`src/rtl/csr_file_pkg.sv`:
```
// Shared definitions for the machine-mode CSR file: addresses, operation
// encodings, write masks, CSR layouts and the Zicsr modify helper.
package csr_file_pkg;

    // CSR addresses
    localparam logic [11:0] CSR_SATP      = 12'h180;
    localparam logic [11:0] CSR_MSTATUS   = 12'h300;
    localparam logic [11:0] CSR_MISA      = 12'h301;
    localparam logic [11:0] CSR_MEDELEG   = 12'h302;
    localparam logic [11:0] CSR_MIDELEG   = 12'h303;
    localparam logic [11:0] CSR_MIE       = 12'h304;
    localparam logic [11:0] CSR_MTVEC     = 12'h305;
    localparam logic [11:0] CSR_MSCRATCH  = 12'h340;
    localparam logic [11:0] CSR_MEPC      = 12'h341;
    localparam logic [11:0] CSR_MCAUSE    = 12'h342;
    localparam logic [11:0] CSR_MTVAL     = 12'h343;
    localparam logic [11:0] CSR_MIP       = 12'h344;
    localparam logic [11:0] CSR_MCYCLE    = 12'hB00;
    localparam logic [11:0] CSR_MCYCLEH   = 12'hB80;
    localparam logic [11:0] CSR_MVENDORID = 12'hF11;
    localparam logic [11:0] CSR_MARCHID   = 12'hF12;
    localparam logic [11:0] CSR_MIMPID    = 12'hF13;
    localparam logic [11:0] CSR_MHARTID   = 12'hF14;

    // Privilege encodings
    localparam logic [1:0] PRIV_U = 2'b00;
    localparam logic [1:0] PRIV_M = 2'b11;

    // Writable bits: mstatus keeps mie(3), mpie(7), mpp(12:11); mie keeps MSIE/MTIE/MEIE
    localparam logic [31:0] MSTATUS_WMASK = 32'h0000_1888;
    localparam logic [31:0] MIE_WMASK     = 32'h0000_0888;

    typedef enum logic [1:0] {
        CSR_OP_READ = 2'b00,
        CSR_OP_RW   = 2'b01,
        CSR_OP_RS   = 2'b10,
        CSR_OP_RC   = 2'b11
    } csr_op_e;

    typedef enum logic {
        ST_IDLE = 1'b0,
        ST_RESP = 1'b1
    } req_state_e;

    typedef struct packed {
        logic       sd;
        logic [7:0] wpri23;
        logic       tsr;
        logic       tw;
        logic       tvm;
        logic       mxr;
        logic       sum;
        logic       mprv;
        logic [1:0] xs;
        logic [1:0] fs;
        logic [1:0] mpp;
        logic [1:0] wpri9;
        logic       spp;
        logic       mpie;
        logic       wpri6;
        logic       spie;
        logic       upie;
        logic       mie;
        logic       wpri2;
        logic       sie;
        logic       uie;
    } mstatus_t;

    typedef struct packed {
        logic [1:0]  mxl;
        logic [3:0]  wlrl;
        logic [25:0] ext;
    } misa_t;

    typedef struct packed {
        logic [29:0] base;
        logic [1:0]  mode;
    } mtvec_t;

    typedef struct packed {
        logic [19:0] wpri12;
        logic        meie;
        logic        wpri10;
        logic        seie;
        logic        ueie;
        logic        mtie;
        logic        wpri6;
        logic        stie;
        logic        utie;
        logic        msie;
        logic        wpri2;
        logic        ssie;
        logic        usie;
    } mie_t;

    typedef struct packed {
        logic [19:0] wpri12;
        logic        meip;
        logic        wpri10;
        logic        seip;
        logic        ueip;
        logic        mtip;
        logic        wpri6;
        logic        stip;
        logic        utip;
        logic        msip;
        logic        wpri2;
        logic        ssip;
        logic        usip;
    } mip_t;

    typedef struct packed {
        logic        mode;
        logic [8:0]  asid;
        logic [21:0] ppn;
    } satp_t;

    // Zicsr read-modify-write combine of the old value with the operand
    function automatic logic [31:0] csr_apply_op(input csr_op_e op,
                                                 input logic [31:0] old_val,
                                                 input logic [31:0] wdata);
        case (op)
            CSR_OP_RW: return wdata;
            CSR_OP_RS: return old_val | wdata;
            CSR_OP_RC: return old_val & ~wdata;
            default:   return old_val;
        endcase
    endfunction

endpackage

```
`src/rtl/csr_file_counter64.sv`:
```
// 64-bit free-running cycle counter; a write to either half replaces that
// half and suppresses the increment for that cycle.
module csr_counter64 (
    input  logic        clk,
    input  logic        rst,
    input  logic        wr_lo,
    input  logic        wr_hi,
    input  logic [31:0] wdata,
    output logic [63:0] count
);

    logic [63:0] count_q;
    logic [63:0] count_d;
    logic [63:0] count_inc;
    logic [1:0]  wr_en;

    assign wr_en = {wr_hi, wr_lo};

    // Increment path, wrapping silently from all-ones to zero
    always_comb begin
        count_inc = count_q + 64'd1;
    end

    // Each half either takes the write data, holds (other half written) or increments
    for (genvar gi = 0; gi < 2; gi++) begin : g_half
        assign count_d[gi*32 +: 32] = (|wr_en)
                                    ? (wr_en[gi] ? wdata : count_q[gi*32 +: 32])
                                    : count_inc[gi*32 +: 32];
    end

    // Counter register
    always_ff @(posedge clk or posedge rst) begin
        if (rst) begin
            count_q <= 64'd0;
        end else begin
            count_q <= count_d;
        end
    end

    assign count = count_q;

endmodule

```
`src/rtl/csr_file.sv`:
```
// Machine-mode CSR file: serves Zicsr requests over valid/ready, commits
// trap entry and mret, and drives the fetch redirect.
module csr_file
    import csr_file_pkg::*;
#(
    parameter int          XLEN        = 32,
    parameter logic [31:0] HART_ID     = 32'h0,
    parameter logic [25:0] MISA_EXT    = 26'h0141101,
    parameter logic [31:0] MTVEC_RESET = 32'h0000_0000
) (
    input  logic            clk,
    input  logic            rst,
    input  logic            csr_req_valid,
    output logic            csr_req_ready,
    input  logic [1:0]      csr_op,
    input  logic [11:0]     csr_addr,
    input  logic [XLEN-1:0] csr_wdata,
    output logic            csr_rsp_valid,
    input  logic            csr_rsp_ready,
    output logic [XLEN-1:0] csr_rsp_rdata,
    output logic            csr_rsp_illegal,
    input  logic            trap_valid,
    input  logic [XLEN-1:0] trap_cause,
    input  logic [XLEN-1:0] trap_epc,
    input  logic [XLEN-1:0] trap_tval,
    input  logic            mret_valid,
    input  logic            irq_msip,
    input  logic            irq_mtip,
    input  logic            irq_meip,
    output logic            irq_pending,
    output logic            redirect_valid,
    output logic [XLEN-1:0] redirect_pc,
    output logic [1:0]      priv_mode
);

    req_state_e  state_q, state_d;
    logic        rsp_valid_q, rsp_valid_d;
    logic [31:0] rsp_rdata_q, rsp_rdata_d;
    logic        rsp_illegal_q, rsp_illegal_d;
    logic        redirect_valid_q, redirect_valid_d;
    logic [31:0] redirect_pc_q, redirect_pc_d;
    logic [1:0]  priv_q, priv_d;

    logic        mst_mie_q, mst_mie_d;
    logic        mst_mpie_q, mst_mpie_d;
    logic [1:0]  mst_mpp_q, mst_mpp_d;
    mtvec_t      mtvec_q, mtvec_d;
    logic [31:0] medeleg_q, medeleg_d;
    logic [31:0] mideleg_q, mideleg_d;
    mie_t        mie_q, mie_d;
    logic [31:0] mscratch_q, mscratch_d;
    logic [31:0] mepc_q, mepc_d;
    logic [31:0] mcause_q, mcause_d;
    logic [31:0] mtval_q, mtval_d;
    satp_t       satp_q, satp_d;

    logic [63:0] mcycle;
    mstatus_t    mstatus_rd;
    mip_t        mip_rd;
    misa_t       misa_rd;
    csr_op_e     op;
    logic [31:0] old_val;
    logic [31:0] wval;
    logic        implemented;
    logic        wants_write;
    logic        illegal;
    logic        hide_rdata;
    logic        accept;
    logic        do_write;
    logic        cyc_wr_lo;
    logic        cyc_wr_hi;
    logic [31:0] trap_base;

    assign op = csr_op_e'(csr_op);

    // Readback views assembled from the stored fields and the interrupt lines
    always_comb begin
        mstatus_rd      = '0;
        mstatus_rd.mie  = mst_mie_q;
        mstatus_rd.mpie = mst_mpie_q;
        mstatus_rd.mpp  = mst_mpp_q;
        mip_rd          = '0;
        mip_rd.meip     = irq_meip;
        mip_rd.mtip     = irq_mtip;
        mip_rd.msip     = irq_msip;
        misa_rd         = '0;
        misa_rd.mxl     = 2'b01;
        misa_rd.ext     = MISA_EXT;
    end

    // Address decode: old value and whether the address exists
    always_comb begin
        old_val     = '0;
        implemented = 1'b1;
        case (csr_addr)
            CSR_MSTATUS:   old_val = mstatus_rd;
            CSR_MISA:      old_val = misa_rd;
            CSR_MEDELEG:   old_val = medeleg_q;
            CSR_MIDELEG:   old_val = mideleg_q;
            CSR_MIE:       old_val = mie_q;
            CSR_MTVEC:     old_val = mtvec_q;
            CSR_MSCRATCH:  old_val = mscratch_q;
            CSR_MEPC:      old_val = mepc_q;
            CSR_MCAUSE:    old_val = mcause_q;
            CSR_MTVAL:     old_val = mtval_q;
            CSR_MIP:       old_val = mip_rd;
            CSR_SATP:      old_val = satp_q;
            CSR_MCYCLE:    old_val = mcycle[31:0];
            CSR_MCYCLEH:   old_val = mcycle[63:32];
            CSR_MVENDORID: old_val = 32'h0;
            CSR_MARCHID:   old_val = 32'h0;
            CSR_MIMPID:    old_val = 32'h0;
            CSR_MHARTID:   old_val = HART_ID;
            default:       implemented = 1'b0;
        endcase
    end

    // RS/RC with a zero operand are pure reads, so they never fault on read-only CSRs
    always_comb begin
        wants_write = (op == CSR_OP_RW) ||
                      (((op == CSR_OP_RS) || (op == CSR_OP_RC)) && (csr_wdata != 32'h0));
        hide_rdata  = !implemented || (priv_q == PRIV_U);
        illegal     = hide_rdata || ((csr_addr[11:10] == 2'b11) && wants_write);
        accept      = csr_req_valid && csr_req_ready;
        do_write    = accept && !illegal && wants_write;
        wval        = csr_apply_op(op, old_val, csr_wdata);
        cyc_wr_lo   = do_write && (csr_addr == CSR_MCYCLE);
        cyc_wr_hi   = do_write && (csr_addr == CSR_MCYCLEH);
        trap_base   = {mtvec_q.base, 2'b00};
    end

    // Request handshake: accept only when idle and no commit event competes
    assign csr_req_ready = (state_q == ST_IDLE) && !trap_valid && !mret_valid;

    // Response FSM: capture old value on accept, hold until consumed
    always_comb begin
        state_d       = state_q;
        rsp_valid_d   = rsp_valid_q;
        rsp_rdata_d   = rsp_rdata_q;
        rsp_illegal_d = rsp_illegal_q;
        case (state_q)
            ST_IDLE: begin
                if (accept) begin
                    state_d       = ST_RESP;
                    rsp_valid_d   = 1'b1;
                    rsp_rdata_d   = hide_rdata ? 32'h0 : old_val;
                    rsp_illegal_d = illegal;
                end
            end
            ST_RESP: begin
                if (csr_rsp_ready) begin
                    state_d     = ST_IDLE;
                    rsp_valid_d = 1'b0;
                end
            end
            default: state_d = ST_IDLE;
        endcase
    end

    // Architectural CSR updates: software writes, then trap entry / mret commits
    always_comb begin
        priv_d           = priv_q;
        mst_mie_d        = mst_mie_q;
        mst_mpie_d       = mst_mpie_q;
        mst_mpp_d        = mst_mpp_q;
        mtvec_d          = mtvec_q;
        medeleg_d        = medeleg_q;
        mideleg_d        = mideleg_q;
        mie_d            = mie_q;
        mscratch_d       = mscratch_q;
        mepc_d           = mepc_q;
        mcause_d         = mcause_q;
        mtval_d          = mtval_q;
        satp_d           = satp_q;
        redirect_valid_d = 1'b0;
        redirect_pc_d    = redirect_pc_q;

        if (do_write) begin
            case (csr_addr)
                CSR_MSTATUS: begin
                    mst_mie_d  = wval[3];
                    mst_mpie_d = wval[7];
                    if (wval[12:11] != 2'b10) mst_mpp_d = wval[12:11];
                end
                CSR_MEDELEG:  medeleg_d  = wval;
                CSR_MIDELEG:  mideleg_d  = wval;
                CSR_MIE:      mie_d      = mie_t'(wval & MIE_WMASK);
                CSR_MTVEC: begin
                    mtvec_d.base = wval[31:2];
                    if (!wval[1]) mtvec_d.mode = wval[1:0];
                end
                CSR_MSCRATCH: mscratch_d = wval;
                CSR_MEPC:     mepc_d     = {wval[31:2], 2'b00};
                CSR_MCAUSE:   mcause_d   = wval;
                CSR_MTVAL:    mtval_d    = wval;
                CSR_SATP:     satp_d     = satp_t'(wval);
                default: ;
            endcase
        end

        if (trap_valid) begin
            mepc_d           = {trap_epc[31:2], 2'b00};
            mcause_d         = trap_cause;
            mtval_d          = trap_tval;
            mst_mpie_d       = mst_mie_q;
            mst_mie_d        = 1'b0;
            mst_mpp_d        = priv_q;
            priv_d           = PRIV_M;
            redirect_valid_d = 1'b1;
            if ((mtvec_q.mode == 2'b01) && trap_cause[31])
                redirect_pc_d = trap_base + {trap_cause[29:0], 2'b00};
            else
                redirect_pc_d = trap_base;
        end else if (mret_valid) begin
            mst_mie_d        = mst_mpie_q;
            mst_mpie_d       = 1'b1;
            priv_d           = mst_mpp_q;
            mst_mpp_d        = PRIV_U;
            redirect_valid_d = 1'b1;
            redirect_pc_d    = mepc_q;
        end
    end

    // State registers
    always_ff @(posedge clk or posedge rst) begin
        if (rst) begin
            state_q          <= ST_IDLE;
            rsp_valid_q      <= 1'b0;
            rsp_rdata_q      <= 32'h0;
            rsp_illegal_q    <= 1'b0;
            redirect_valid_q <= 1'b0;
            redirect_pc_q    <= 32'h0;
            priv_q           <= PRIV_M;
            mst_mie_q        <= 1'b0;
            mst_mpie_q       <= 1'b0;
            mst_mpp_q        <= PRIV_M;
            mtvec_q          <= mtvec_t'(MTVEC_RESET);
            medeleg_q        <= 32'h0;
            mideleg_q        <= 32'h0;
            mie_q            <= '0;
            mscratch_q       <= 32'h0;
            mepc_q           <= 32'h0;
            mcause_q         <= 32'h0;
            mtval_q          <= 32'h0;
            satp_q           <= '0;
        end else begin
            state_q          <= state_d;
            rsp_valid_q      <= rsp_valid_d;
            rsp_rdata_q      <= rsp_rdata_d;
            rsp_illegal_q    <= rsp_illegal_d;
            redirect_valid_q <= redirect_valid_d;
            redirect_pc_q    <= redirect_pc_d;
            priv_q           <= priv_d;
            mst_mie_q        <= mst_mie_d;
            mst_mpie_q       <= mst_mpie_d;
            mst_mpp_q        <= mst_mpp_d;
            mtvec_q          <= mtvec_d;
            medeleg_q        <= medeleg_d;
            mideleg_q        <= mideleg_d;
            mie_q            <= mie_d;
            mscratch_q       <= mscratch_d;
            mepc_q           <= mepc_d;
            mcause_q         <= mcause_d;
            mtval_q          <= mtval_d;
            satp_q           <= satp_d;
        end
    end

    csr_counter64 u_mcycle (
        .clk   (clk),
        .rst   (rst),
        .wr_lo (cyc_wr_lo),
        .wr_hi (cyc_wr_hi),
        .wdata (csr_wdata),
        .count (mcycle)
    );

    assign irq_pending     = (|(mip_rd & mie_q & MIE_WMASK)) && (mst_mie_q || (priv_q != PRIV_M));
    assign csr_rsp_valid   = rsp_valid_q;
    assign csr_rsp_rdata   = rsp_rdata_q;
    assign csr_rsp_illegal = rsp_illegal_q;
    assign redirect_valid  = redirect_valid_q;
    assign redirect_pc     = redirect_pc_q;
    assign priv_mode       = priv_q;

endmodule

```
`config.mk`:
```
export PLATFORM = sky130hd
export DESIGN_NAME = csr_file
export DESIGN_NICKNAME = d
export VERILOG_FILES = /design/src/rtl/csr_file_pkg.sv /design/src/rtl/csr_file_counter64.sv /design/src/rtl/csr_file.sv
export SDC_FILE = /design/constraint.sdc
export NUM_CORES = 1
export LEC_CHECK = 0
export ABC_AREA = 1
export CORE_ASPECT_RATIO = 0.9
export CORE_UTILIZATION = 50
export CTS_BUF_LIST = sky130_fd_sc_hd__clkbuf_16
export CTS_CLUSTER_SIZE = 10
export DETAILED_ROUTE_END_ITERATION = 10
export GPL_ROUTABILITY_DRIVEN = 0
export PLACE_DENSITY = 0.71
export SETUP_SLACK_MARGIN = 0.15
export SYNTH_ARGS = -nofsm -noshare
export SYNTH_HDL_FRONTEND = slang
export SYNTH_SLANG_ARGS = --single-unit
export TNS_END_PERCENT = 5
```
`constraint.sdc`:
```
create_clock -name clk -period 14.85 [get_ports clk]
set_input_delay 2.97 -clock clk [delete_from_list [all_inputs] [get_ports clk]]
set_output_delay 2.97 -clock clk [all_outputs]
set_load 0.03 [all_outputs]
```
==> impl_results.md, run 1 <==
* Run status: finished clean
* Seq pwr share at 45.9%
* Port bufs at 217
* Syn avg cell area at 6.884 sq um
* Internal at approximately 1.8 mW
* Yosys cell types at 44
* Initial core utilization at slightly above 50%
* DRT Pass-1 Iters at 9
* Core area at 0.04583 sq mm
* Final setup margin at 6663 ps
* Clock sinks at 392
* Reg2Reg Depth at 11
* FF/Latch Area at 0.009814 sq mm
* Area leader, netlist: dfrtp_1
* Crit path arrival time at 5220 ps
* Yosys reg bits at 392
* Total GRT Usage at 37.46%
* Rows at 74
* Fmax at 122.1 MHz
* Power density over cell area at 89.58 mW/mm^2
* Slew Limit Fails at 0
* Hold buffers post-CTS at 0
* Initial DRC count at roughly 3600
* IO Count at 222
* Hold Path Sink: mst_mpp_q[1]
* Max clock buf depth at 3
* Setup Buffers After CTS at 0
* Critical path type: in2out
* Setup crit start kind: input pin
* Clk pwr share at 42.7%
* Setup Slack @ Placement at 6670 ps
* Max_slew headroom at 19.26%
* CTS Buf Count at 47
* Routed WL at 90510 microns
* Clock Pin Slew Worst Setup and Hold Paths at 50 ps
* Routed Antenna Nets at 0
* Area Growth Syn to Fin at 16.55%
* Via count at 25387
* Vias in the first global route at 23826
* Total Power at 2.453 mW
* Reported net switching power at 0.6684 mW
* Global routing usage on met3 at 8.901%
* CTS Root Cell: clkbuf_16
* Reg2Reg Setup Slack at 11260 ps
* Hold Path Origin: mst_mpp_q[1]
* Placed cells at roughly 4100
* Max-Cap Viols at 0
* Fin. Hold Viols at 0
* Clk_lat worst skew at about 590 ps
* Nets at approximately 3700
* GRT overflow at 0
* Ranking of synthesized cells by area: dfrtp_1 41%, nand2_1 19%, o21ai_0 6.9%
* Logic pwr share at a little under an eighth
* # H-tree levels at 2
* Reg2reg end: u_mcycle.count[56]
* Resize count post-CTS at 0
* EDFF count, synth at 0
* Synth Cell Area at about 0.023 sq mm
* Fill cells at 4275
* Met2 Use GR at 55.32%
* Worst Tran Pin Value at 1198 ps
* DIE HEIGHT at 207.7 microns
* Max Fanout on Critical Path at 32
* Min Tclk post-route at 8187 ps
* Initial antenna violation count at 3
* RR Startpoint: u_mcycle.count[1]
* Yosys top cell area share at 41.32%
* Chip width at 230.5 microns
* Clk_skew at 13.16 ps
* Sequential element share of the synthesized area at 41.77%
* Worst endpoint required time at 11880 ps
* Layout cells sized above 1 at 3.067%
* Leakage at around 13 nW
* DR vias/cell at 6.050
* RSZ-0062 raised after global routing: false
* VDD IR-drop max at 0.06887 mV
* Synth async-reset ratio at 100.0%
* Yosys warnings at 0
* GRT met1 Usage at 50.28%
* Fin cells at 4196
* Largest net degree at the start of global routing at 119
* CP Capture Type: output pin
* Final setup vio count at 0
* Total Neg Setup Slack at 0 ps
* Global-route wire length before repair at 137600 microns
* Main synth FF type: dfrtp_1
* Post-synthesis cell count at approximately 3400
* Most Used Layer, Global Route: met2
* DRC errors left at 0
* CTS tree: built
* Placement Cell Area at between 0.02 and 0.03 sq mm
* Die area at between 0.04 and 0.05 sq mm
* Drt wl/cell at between 20 and 25 microns
* Multi-input combinational cell area at 0.01185 sq mm
* Post-route cell area at 0.02739 sq mm
* Crit share post-route at 55.13%
* Hold Crit Depth at 2
* Post-DP HPWL at 66930 microns
* HP Class: reg2reg
* Switching share of power at 27.24%
[cell usage in the layout, fill, tap and decap left out, drive strengths merged]
master and instances:
o31ai 1, conb 2, inv 346, diode 1
nor4 13, nand3b 21, nand3 278, nor2 278
ha 30, nand2 1181, or4 1, buf 28
nor3 41, xnor2 3, dfrtp 388, clkdlybuf4s50 216
o311ai 1, a31oi 1, clkbuf 49, a21o 5
o22ai 26, o21ai 327, xor2 62, a22oi 4
a21boi 4, clkinv 12, a21oi 144, a22o 33
or2 10, nand4 52, o21bai 3, o21a 1
o211ai 19, nor3b 1, dfstp 4, o221ai 1
fa 1
[worst max-delay path, stage by stage]
cell and delay [ps]:
clkdlybuf4s50_1 470, nor2_4 420, inv_2 450, nor2_2 200, clkdlybuf4s50_1 690
[flip-flops by register name (all words and copies together) (netlist names), 3 cells and up]
name            cells
mtval_q            32
mcause_q           32
csr_rsp_rdata      32
medeleg_q          32
mie_q               3
satp_q             32
u_mcycle.count     64
mepc_q             30
redirect_pc        30
mideleg_q          32
mtvec_q            31
mscratch_q         32
[power by group through the flow]
stage | logic [mW] | clock network [mW] | registers [mW]
after floorplan | 0.133 | 0 | 1.16
final | 0.279 | 1.05 | 1.13
after global placement | 0.269 | 0 | 1.14
after detailed placement | 0.273 | 0 | 1.14
after CTS | 0.275 | 1.05 | 1.13
after global routing | 0.302 | 1.09 | 1.13
[kinds of logic after synthesis]
logic type                 after synthesis  share of synthesized area [%]
xor gates and xnor gates                65                          2.423
adders and majority gates               31                          1.683
and+or+nand+nor                       1876                          33.06
buffers and inverters                  478                          7.807
DFF                                    392                          41.77
other                                    1                        0.01596
AOI/OAI and AO/OA                      570                          13.24
[Yosys cell counts (6+ instances only)]
master and number:
o22ai_1 26, nand2_1 1181, nor4_1 13, inv_2 6
inv_1 319, buf_2 26, buf_1 14, nor3_1 41
or2_2 6, nor2_2 6, a21oi_1 144, clkinv_1 7
a22o_1 33, nor2_1 269, o211ai_1 19, ha_1 30
xor2_1 62, dfrtp_1 388, nand3_1 276, nand3b_1 21
clkbuf_1 104, o21ai_0 325, nand4_1 51
[area by class of cell]
type                       instances  area share, %
multi-input combinational       2544          43.28
sequential                       392          35.84
timing repair buffer             244          8.663
inverter                         332          4.587
clock buffer                      49          4.478
tap                              608          2.778
clock inverter                    26         0.3701
antenna                            1       0.009138
[layer usage]
metal | vias to the layer above | part of all wire, %
met3 | 372 | 12
met2 | 1765 | 42
met5 | - | 0
li1 | 11323 | -
met1 | 11927 | 38
met4 | 0 | 6.9
[how the worst max path moves through the flow]
stage | startpoint | end | slack, ps
2_1_floorplan | rst | csr_rsp_illegal | 990
3_3_place_gp | mret_valid | csr_req_ready | 6690
3_5_place_dp | mret_valid | csr_req_ready | 6670
4_1_cts | mret_valid | csr_req_ready | 6660
5_1_grt | mret_valid | csr_req_ready | 6520
6_report | mret_valid | csr_req_ready | 6660
[stage by stage]
step	utilization, %	hold WS [ps]
floorplan	-	442.1
detailed placement	56.85	456.6
finish	59.75	465.2
global placement	56.85	449.0
global route	59.75	479.6
CTS	59.75	464.9
(Power assumes the default switching activity.)
==> run 2, diff against run 1 <==
--- a/config.mk
+++ b/config.mk
@@ -12,7 +12,7 @@
 export CTS_CLUSTER_SIZE = 10
 export DETAILED_ROUTE_END_ITERATION = 10
 export GPL_ROUTABILITY_DRIVEN = 0
-export PLACE_DENSITY = 0.71
+export PLACE_DENSITY = 0.74
 export SETUP_SLACK_MARGIN = 0.15
 export SYNTH_ARGS = -nofsm -noshare
 export SYNTH_HDL_FRONTEND = slang
==> constraint.sdc (replaced) <==
create_clock -name clk -period 6.8 [get_ports clk]
set_input_delay 1.36 -clock clk [delete_from_list [all_inputs] [get_ports clk]]
set_output_delay 1.36 -clock clk [all_outputs]
set_load 0.03 [all_outputs]
==> run 2 against run 1 <==
Non-clock buffer count up 13. Worst hold slack got worse by 5.1 ps. Cell area rose by 0.42%. Sequential share of layout area decreased by 0.15 points. Global-route usage is 0.81 points lower. Sequential cell count did not move. Wire length shrank 2.9%. Critical endpoint unchanged.
==> impl_results.md, run 2 (synthesis results as in run 1) <==
* Placed cells at 4133 (+0.32%)
* Via count at 24759 (-2.5%)
* CP most frequent cell: clkdlybuf4s50_1
* Slew Limit Fails at 0 (unchanged)
* Total GRT Usage at 36.65% (-0.81 points)
* Chip width at 230.5 microns (unchanged)
* Die area at 0.04787 sq mm (unchanged)
* Total Neg Setup Slack at 0 ps (unchanged)
* Peak per-stage delay on the critical path at 680 ps (about the same)
* CP Capture Type: output pin
* Setup crit start kind: input pin
* IO Count at 222 (unchanged)
* Post-route cell area at 0.02750 sq mm (+0.42%)
* Min Tclk post-route at 4692 ps
* Routed Antenna Nets at 0 (unchanged)
* Clock sinks at 392 (unchanged)
* Critical path's top delay family: buffers and inverters
* VDD IR-drop max at 0.1895 mV (+180%)
* Core area at 0.04583 sq mm (unchanged)
* Critical path type: in2out
* RSZ-0062 raised after global routing: false
* Initial core utilization at 51.27% (unchanged)
* # H-tree levels at 2 (unchanged)
* Resize count post-CTS at 0 (unchanged)
* Clock Pin Slew Worst Setup and Hold Paths at 60 ps (about the same)
* Fin cells at 4201 (+0.12%)
* FF/Latch Area at 0.009814 sq mm (unchanged)
* GRT overflow at 0 (unchanged)
* Global-route wire length before repair at 134400 microns (-2.3%)
* DR vias/cell at 5.894 (-2.6%)
* CTS tree: built
* Nets at 3755 (+0.32%)
* Clk_skew at 29.16 ps (+15.99 ps)
* Routed WL at 87880 microns (-2.9%)
* Leakage at 13.32 nW (+0.28%)
* Port bufs at 217 (unchanged)
* Fill cells at 4407 (+3.1%)
* Final setup vio count at 0 (unchanged)
* Drt wl/cell at 20.92 microns (-3.0%)
* Vias in the first global route at 22972 (-3.6%)
* Area Growth Syn to Fin at 17.04%
* Worst endpoint required time at 5440 ps (-6440 ps)
* Crit path arrival time at 3330 ps (-1890 ps)
* Run status: finished clean
* DRC errors left at 0 (unchanged)
* Largest net degree at the start of global routing at 185 (+55%)
* Max stage delay cell, worst path: clkdlybuf4s50_1
* Post-DP HPWL at 65200 microns (-2.6%)
* Power density over cell area at 193.5 mW/mm^2 (+120%)
* Placement Cell Area at 0.02621 sq mm (+0.60%)
* CTS Root Cell: clkbuf_16
* DRT Pass-1 Iters at 8 (-1)
* Multi-input combinational cell area at 0.01186 sq mm (+0.11%)
* Initial antenna violation count at 1 (-2)
* Max FFs per register at 64 (unchanged)
* CTS Buf Count at 46 (-2.1%)
* Final cell utilization of the core at 60.00% (+0.25 points)
* Clk_lat worst skew at 600 ps (about the same)
* Buf/Inv on CP at 3 (unchanged)
* DIE HEIGHT at 207.7 microns (unchanged)
* Fmax at 213.1 MHz
* Leading cell type in the layout, fill and taps excluded: nand2_1
* Hold buffers post-CTS at 0 (unchanged)
* Rows at 74 (unchanged)
* Fin. Hold Viols at 0 (unchanged)
* Max_slew headroom at 25.63% (+6.4 points)
* Most frequent cells in the layout: 1178 x nand2_1, 388 x dfrtp_1, 333 x inv_1
* Crit path cell chain: clkdlybuf4s50_1, nor2_4, inv_2, nor2_2, clkdlybuf4s50_1
* HP Class: reg2reg
* Max clock buf depth at 3 (unchanged)
* Layout cells sized above 1 at 3.508% (+0.44 points)
* Worst Tran Pin Value at 1104 ps (-94.62 ps)
* Crit share post-route at 69.00%
* Max-Cap Viols at 0 (unchanged)
* Initial DRC count at 3666 (+2.1%)
* Max Fanout on Critical Path at 15 (-53%)
* Setup Buffers After CTS at 0 (unchanged)
## run 2: cell types whose count changed in the layout (fill, tap and decap cells not counted), sizes merged
cell | previous run | this run
buf | 28 | 41
inv | 346 | 341
clkinvlp | 0 | 1
bufinv | 0 | 1
clkbuf | 49 | 46
clkinv | 12 | 10
## run 2: worst min-delay path, cell delays in order, from the launching register on
cell	delay, ps
dfstp_2	370
nand2_1	50
nand2_1	40
## run 2: path summary, 6_finish.rpt
kind / slack (ps) / cells past startpoint / startpoint / end
max in group asynchronous: 4320 / 3 / rst / u_mcycle.count[17]
worst max-delay path: 2110 / 5 / mret_valid / csr_req_ready
worst min-delay path: 460 / 2 / mst_mpp_q[1] / mst_mpp_q[1]
worst max register to register: 3400 / 11 / u_mcycle.count[1] / u_mcycle.count[56]
worst min register to register: 460 / 2 / mst_mpp_q[1] / mst_mpp_q[1]
min in group asynchronous: 1110 / 2 / rst / mepc_q[12]
## run 2: area by class of cell
class                           instances  area share (%)
Antenna cell                            1        0.009100
Clock inverter                         21          0.4914
Multi-Input combinational cell       2544           43.14
Timing Repair Buffer                  257           9.163
Sequential cell                       392           35.69
Inverter                              332           4.554
Clock buffer                           46           4.186
Tap cell                              608           2.766
## run 2: power by group
group / switching [mW] / leakage, nW / internal (mW)
registers: 0.0503 / 5.08 / 2.41
clock network: 1.00 / 0.685 / 1.25
logic: 0.397 / 7.56 / 0.213
total: 1.45 / 13.3 / 3.87
## run 2: through the flow
stage | power (mW) | hold WS [ps] | worst slack (ps)
finish | 5.321 | 460.0 | 2108
global route | 5.485 | 466.3 | 2030
CTS | 5.320 | 460.1 | 2131
detailed placement | 3.100 | 451.3 | 1792
global placement | 3.092 | 452.6 | 1842
floorplan | 2.815 | 442.1 | 169.4
## run 2: metal layers
metal / track usage, % / vias to the layer above / share of wire [%]
li1: - / 11366 / -
met1: 51.07 / 11449 / 40
met2: 53.21 / 1646 / 43
met3: 7.802 / 298 / 12
met4: 19.59 / 0 / 5.9
met5: 0 / - / 0
